## config.mk

```make
export PLATFORM = sky130hd
export DESIGN_NAME = shift_result_stage_flat
export DESIGN_NICKNAME = d
export VERILOG_FILES = /design/src/rtl/shift_result_if.sv /design/src/rtl/shift_result_stage.sv /design/src/flat_wrapper.sv
export SDC_FILE = /design/constraint.sdc
export NUM_CORES = 1
export LEC_CHECK = 0
export CORE_AREA = 2 2 73 75
export DETAILED_ROUTE_END_ITERATION = 12
export DIE_AREA = 0 0 75 77
export HOLD_SLACK_MARGIN = 0.12
export PLACE_DENSITY = 0.79
export SYNTH_ARGS = -nofsm -noshare
export SYNTH_HDL_FRONTEND = slang
export SYNTH_SLANG_ARGS = --single-unit
export TNS_END_PERCENT = 10
```

## constraint.sdc

```tcl
create_clock -name clk -period 2.5 [get_ports clk]
set_clock_uncertainty 0.05 [all_clocks]
set_input_delay 0.375 -clock clk [delete_from_list [all_inputs] [get_ports clk]]
set_output_delay 0.375 -clock clk [all_outputs]
set_load 0.02 [all_outputs]
```

## src/rtl/shift_result_if.sv

```systemverilog
// Handshake bundle between the shifter output stage and writeback.
// Ports:
//   in_valid/in_ready    issue-side handshake
//   in_operand/in_shift  shifter inputs (operand and signed shift amount)
//   in_result/in_tag     shifter output and destination register tag
//   flush                synchronous discard of all held entries
//   out_valid/out_ready  writeback-side handshake
//   out_result/out_tag   registered result and tag
//   out_z/out_n/out_c    registered zero / negative / carry-out flags
interface shift_result_if #(
   parameter int unsigned TAG_W = 3
) ();
   logic             in_valid;
   logic             in_ready;
   logic [15:0]      in_operand;
   logic [4:0]       in_shift;
   logic [15:0]      in_result;
   logic [TAG_W-1:0] in_tag;
   logic             flush;
   logic             out_valid;
   logic             out_ready;
   logic [15:0]      out_result;
   logic [TAG_W-1:0] out_tag;
   logic             out_z;
   logic             out_n;
   logic             out_c;

   // Producer/consumer side (issue logic + writeback)
   modport master (
      output in_valid, in_operand, in_shift, in_result, in_tag, flush, out_ready,
      input  in_ready, out_valid, out_result, out_tag, out_z, out_n, out_c
   );

   // Result stage side
   modport slave (
      input  in_valid, in_operand, in_shift, in_result, in_tag, flush, out_ready,
      output in_ready, out_valid, out_result, out_tag, out_z, out_n, out_c
   );
endinterface

```

## src/rtl/shift_result_stage.sv

```systemverilog
// Registered stage behind the 16-bit shifter: captures result + tag, derives
// Z/N/C flags, and hands entries to writeback through an output register
// backed by a one-entry skid register.
// Ports:
//   clk  system clock, all state on rising edge
//   rst  synchronous active-high reset
//   bus  shift_result_if.slave (issue handshake, flush, writeback handshake)
module shift_result_stage #(
   parameter int unsigned TAG_W = 3
) (
   input logic           clk,
   input logic           rst,
   shift_result_if.slave bus
);
   localparam int unsigned DATA_W = 16;

   typedef enum logic [1:0] {
      EMPTY = 2'd0,
      ONE   = 2'd1,
      FULL  = 2'd2
   } state_t;

   typedef struct packed {
      logic [DATA_W-1:0] result;
      logic [TAG_W-1:0]  tag;
      logic              z;
      logic              n;
      logic              c;
   } entry_t;

   state_t state;
   state_t state_nxt;
   entry_t in_entry_c;
   entry_t or_q;
   entry_t sk_q;
   logic   in_ready_q;
   logic   out_valid_q;
   logic   accept_c;
   logic   drain_c;
   logic   load_or_in_c;
   logic   load_or_sk_c;
   logic   load_sk_c;
   logic [3:0] left_idx_c;
   logic [3:0] right_idx_c;
   logic   carry_c;

   // Carry-out: left shift by s leaves bit 16-s last; right shift by -s
   // leaves bit -s-1 last, which is simply the bitwise inverse of s.
   always_comb begin
      left_idx_c  = 4'(5'd16 - bus.in_shift);
      right_idx_c = 4'(~bus.in_shift);
      carry_c     = 1'b0;
      if (bus.in_shift == 5'd0) begin
         carry_c = 1'b0;
      end else if (!bus.in_shift[4]) begin
         carry_c = bus.in_operand[left_idx_c];
      end else begin
         carry_c = bus.in_operand[right_idx_c];
      end
   end

   // Incoming entry with flags computed from the shifter output as given
   always_comb begin
      in_entry_c.result = bus.in_result;
      in_entry_c.tag    = bus.in_tag;
      in_entry_c.z      = (bus.in_result == 16'h0000);
      in_entry_c.n      = bus.in_result[15];
      in_entry_c.c      = carry_c;
   end

   // State register; ready/valid are registered images of the next state
   always_ff @(posedge clk) begin
      if (rst) begin
         state       <= EMPTY;
         in_ready_q  <= 1'b1;
         out_valid_q <= 1'b0;
      end else begin
         state       <= state_nxt;
         in_ready_q  <= (state_nxt != FULL);
         out_valid_q <= (state_nxt != EMPTY);
      end
   end

   // Next-state and register load selection; flush discards everything
   always_comb begin
      state_nxt    = state;
      load_or_in_c = 1'b0;
      load_or_sk_c = 1'b0;
      load_sk_c    = 1'b0;
      accept_c     = bus.in_valid && in_ready_q;
      drain_c      = out_valid_q && bus.out_ready;
      if (bus.flush) begin
         state_nxt = EMPTY;
      end else begin
         case (state)
            EMPTY: begin
               if (accept_c) begin
                  state_nxt    = ONE;
                  load_or_in_c = 1'b1;
               end
            end
            ONE: begin
               if (accept_c && drain_c) begin
                  load_or_in_c = 1'b1;
               end else if (accept_c) begin
                  state_nxt = FULL;
                  load_sk_c = 1'b1;
               end else if (drain_c) begin
                  state_nxt = EMPTY;
               end
            end
            FULL: begin
               // in_ready is low here, so only a drain can move things
               if (drain_c) begin
                  state_nxt    = ONE;
                  load_or_sk_c = 1'b1;
               end
            end
            default: state_nxt = EMPTY;
         endcase
      end
   end

   // Data registers; contents are don't-care while their slot is invalid
   always_ff @(posedge clk) begin
      if (rst) begin
         or_q <= '0;
         sk_q <= '0;
      end else begin
         if (load_or_in_c) begin
            or_q <= in_entry_c;
         end else if (load_or_sk_c) begin
            or_q <= sk_q;
         end
         if (load_sk_c) begin
            sk_q <= in_entry_c;
         end
      end
   end

   assign bus.in_ready   = in_ready_q;
   assign bus.out_valid  = out_valid_q;
   assign bus.out_result = or_q.result;
   assign bus.out_tag    = or_q.tag;
   assign bus.out_z      = or_q.z;
   assign bus.out_n      = or_q.n;
   assign bus.out_c      = or_q.c;
endmodule

```

## src/flat_wrapper.sv

```systemverilog
// flat-port wrapper written by rule: the top's interface ports become plain ports
module shift_result_stage_flat 
#(
   parameter int unsigned TAG_W = 3
)
  (clk, rst, bus_in_valid, bus_in_operand, bus_in_shift, bus_in_result, bus_in_tag, bus_flush, bus_out_ready, bus_in_ready, bus_out_valid, bus_out_result, bus_out_tag, bus_out_z, bus_out_n, bus_out_c);
  shift_result_if #(.TAG_W(TAG_W)) bus_i ();
  input logic clk;
  input logic rst;
  input wire logic [$bits(bus_i.in_valid)-1:0] bus_in_valid;
  input wire logic [$bits(bus_i.in_operand)-1:0] bus_in_operand;
  input wire logic [$bits(bus_i.in_shift)-1:0] bus_in_shift;
  input wire logic [$bits(bus_i.in_result)-1:0] bus_in_result;
  input wire logic [$bits(bus_i.in_tag)-1:0] bus_in_tag;
  input wire logic [$bits(bus_i.flush)-1:0] bus_flush;
  input wire logic [$bits(bus_i.out_ready)-1:0] bus_out_ready;
  output wire logic [$bits(bus_i.in_ready)-1:0] bus_in_ready;
  output wire logic [$bits(bus_i.out_valid)-1:0] bus_out_valid;
  output wire logic [$bits(bus_i.out_result)-1:0] bus_out_result;
  output wire logic [$bits(bus_i.out_tag)-1:0] bus_out_tag;
  output wire logic [$bits(bus_i.out_z)-1:0] bus_out_z;
  output wire logic [$bits(bus_i.out_n)-1:0] bus_out_n;
  output wire logic [$bits(bus_i.out_c)-1:0] bus_out_c;
  assign bus_i.in_valid = bus_in_valid;
  assign bus_i.in_operand = bus_in_operand;
  assign bus_i.in_shift = bus_in_shift;
  assign bus_i.in_result = bus_in_result;
  assign bus_i.in_tag = bus_in_tag;
  assign bus_i.flush = bus_flush;
  assign bus_i.out_ready = bus_out_ready;
  assign bus_in_ready = bus_i.in_ready;
  assign bus_out_valid = bus_i.out_valid;
  assign bus_out_result = bus_i.out_result;
  assign bus_out_tag = bus_i.out_tag;
  assign bus_out_z = bus_i.out_z;
  assign bus_out_n = bus_i.out_n;
  assign bus_out_c = bus_i.out_c;
  shift_result_stage #(.TAG_W(TAG_W)) u_core (.clk(clk), .rst(rst), .bus(bus_i));
endmodule
```

==> flow_summary.toml <==
[global_routing]
grt_max_degree = 45
grt_overflow_total = 0
first_global_vias = 1911
grt_pass1_wl_mm = 8.894
grt_antenna_before_repair = 0
track_usage_pct = 19.49

[final_layout]
area_delta_synth_final_pct = 39.05
layout.nets = 375
drive_above_1_share_pct = 9.394
n_antenna_cell = 0
fin_util_pct = 61.76

[floorplanning]
start_util_pct = 44.42
die_y_um = 77
core-area_um2 = 4977
num_io_pins = 69
num_rows = 26
dieWidth_um = 75
die_area_um2 = 5775

[logic_synthesis]
syn-num-nets = 306
synth-warning-count = 0
synth-seq-cells = 46
ys_types = 43
syn_area_um2 = 2211
synth_seq_area_share_pct = 41.65
syn_area_per_cell_um2 = 8.503
synthCells = 260

[run]
drv_cap = 0

[cts]
cts_buffer_depth = 2
holdBufCountCts = 0
path_clk_slew_ps = 80
htree_num_levels = 2
cts_sinks = 46
post_cts_buffers = 0
cts_tree = "done"
cts_root_buffer = "clkbuf_8"
clock_latency_ps = 300
post_cts_resized = 0
cts_inserted_buffers = 5

[outcome]
run_status = "finished clean"

[sta]
tns_ps = 0
fin_crit_ps = 2163
rsz0062_at_grt = "no"
relSlewSlack_pct = 48.61
min_period_over_period_pct = 86.53
fin_ws_ps = 336.7
worstMarginPinSlew_ps = 770.0
hold_violations = 0
fmax_mhz = 462.3
slew_violations = 0
setup_viol = 0

[critical_path]
worstPathArrival_ps = 2330
start_kind = "input pin"
r2r_start = "u_core.state[0]"
r2r_end = "u_core.bus.out_result[0]"
critPathRequiredTime_ps = 2670
r2r_slack_ps = 720
path_class = "in -> reg"
worst_path_largest_cell_delay_ps = 510
critPathMaxFanout = 4
critical_path.slowest_cell = "mux4_2"
crit_chain = "clkdlybuf4s50_1 > inv_1 > ha_1 > xor2_2 > mux4_2 > o22a_1 > a211oi_1"
cp.buffers_inverters = 2
ff2ff_path_depth = 5
end_kind = "flop"
crit_family = "buffers and inverters"

[route]
drtIter0Drc = 188
drt_wl_total_mm = 5.429
detail_route.wl_per_cell_um = 13.57
vias = 2104
drtPass1Iterations = 4
drc = 0
vias_per_cell = 5.260
ant_nets = 0

[placement]
preCtsSetupSlack_ps = 17.90
io_buffers = 68
dp_hpwl_mm = 3.943
gp_congestion = 0.8928

[worst_hold_path]
min_from = "u_core.bus.out_result[3]"
hold_path_end = "u_core.bus.out_result[3]"
hold_class = "reg -> reg"
min_path_cells = 2

[power]
total_leakage_power_uw = 0.001061
ir_drop_v = 0.0002659
power.density_nw_per_um2 = 496.0
## logic make-up after synthesis
family	synth area share [%]
xor gates and xnor gates	1.528
muxes	8.546
buffers and inverters	5.036
adders and majority gates	0.5658
DFF	41.65
AOI/OAI and AO/OA	22.24
and+or+nand+nor	20.43
## synthesized netlist by cell type
cell | count | area (µm²)
o22a_1 | 1 | 8.760
nor2_2 | 1 | 6.260
nand2_1 | 59 | 221.5
o211ai_1 | 2 | 15.01
nor3_4 | 1 | 16.27
a31oi_1 | 1 | 6.260
o21ai_0 | 1 | 5.000
nor3b_1 | 2 | 15.01
nand3_1 | 1 | 5.000
buf_4 | 3 | 22.52
mux2i_1 | 8 | 80.08
nand4b_1 | 1 | 8.760
inv_1 | 3 | 11.26
dfxtp_1 | 46 | 920.9
o31ai_1 | 1 | 7.510
xnor2_1 | 2 | 17.52
a2111oi_0 | 2 | 17.52
buf_6 | 2 | 22.52
xor2_2 | 1 | 16.27
a211oi_1 | 6 | 45.04
or2_2 | 1 | 6.260
mux4_1 | 2 | 52.55
and2_1 | 3 | 18.77
o311ai_0 | 1 | 8.760
a21boi_0 | 1 | 7.510
buf_2 | 5 | 25.02
ha_1 | 1 | 12.51
a21oi_1 | 39 | 195.2
nor4b_2 | 1 | 15.01
nor2_1 | 10 | 37.54
nand4_1 | 2 | 12.51
mux2_2 | 3 | 33.78
a22oi_1 | 19 | 142.6
or4_1 | 1 | 7.510
a21o_1 | 1 | 7.510
nor4_1 | 6 | 37.54
nor3_1 | 5 | 25.02
mux4_2 | 1 | 22.52
a21bo_2 | 1 | 10.01
nand2b_1 | 3 | 18.77
o22ai_1 | 1 | 6.260
clkbuf_1 | 8 | 30.03
o41ai_1 | 1 | 8.760
## cells in the final DEF, fill, tap and decap left out, drive strengths merged, types with 3 or more instances in the layout
cell type / n
and2: 3
inv: 3
mux4: 3
mux2i: 8
buf: 12
nor3: 6
nand2b: 3
a21oi: 39
a211oi: 6
mux2: 3
clkbuf: 5
clkdlybuf4s50: 68
dfxtp: 46
nor4: 6
nand2: 59
nor2: 11
a22oi: 19
## worst min-delay path: cells and delay by family, from the launching register on
kind            cells  cell delay, ps
flops               1             310
compound gates      1              50
simple gates        1              50
## worst max path at each step
stage               slack, ps            start               end  depth (start not counted)
floorplan                 260  bus_in_shift[0]  u_core.bus.out_c                          8
global placement           70  bus_in_shift[0]    u_core.sk_q[0]                          7
detailed placement         20  bus_in_shift[0]  u_core.bus.out_c                          7
CTS                       330  bus_in_shift[0]  u_core.bus.out_c                          7
global route              200  bus_in_shift[0]    u_core.sk_q[0]                          8
finish                    340  bus_in_shift[0]  u_core.bus.out_c                          7
## power by group
group / switching [µW] / internal (µW) / total, µW
Clock: 252 / 196 / 448
Sequential: 12.9 / 756 / 769
Combinational: 145 / 162 / 307
## sequential cells by signal, indices dropped and copies added, names as in the netlist
register,cells
u_core.sk_q,21
u_core.bus.out_result,16
u_core.bus.out_tag,3
u_core.state,2
u_core.bus.in_ready,1
u_core.bus.out_c,1
u_core.bus.out_valid,1
u_core.bus.out_z,1
## through the flow
step | hold WS [ps] | cells | power, µW | instance area [µm²]
after floorplan | 386.8 | 260 | 938.4 | 2211
after global placement | 391.9 | 392 | 1090 | 2984
after detailed placement | 397.5 | 392 | 1093 | 2984
after CTS | 409.6 | 400 | 1540 | 3074
after global routing | 426.6 | 400 | 1596 | 3074
final | 406.5 | 400 | 1525 | 3074
## layer usage
metal,part of all wire (%),vias up,global-route usage (%)
met5,0,-,0
met4,1.2,0,6.786
met3,6.2,6,4.336
met2,47,73,29.21
met1,45,948,27.27
li1,-,1077,-
## final cells by class
| class | instances | area, µm² |
|---|---|---|
| Sequential cell | 46 | 920.9 |
| Timing Repair Buffer | 80 | 770.7 |
| Multi-Input combinational cell | 193 | 1194 |
| Tap cell | 70 | 87.58 |
| Clock buffer | 5 | 68.82 |
| Clock inverter | 3 | 21.27 |
| Inverter | 3 | 11.26 |
| Fill cell | 438 | 1903 |
No activity file was read; power rests on OpenSTA's default activity.
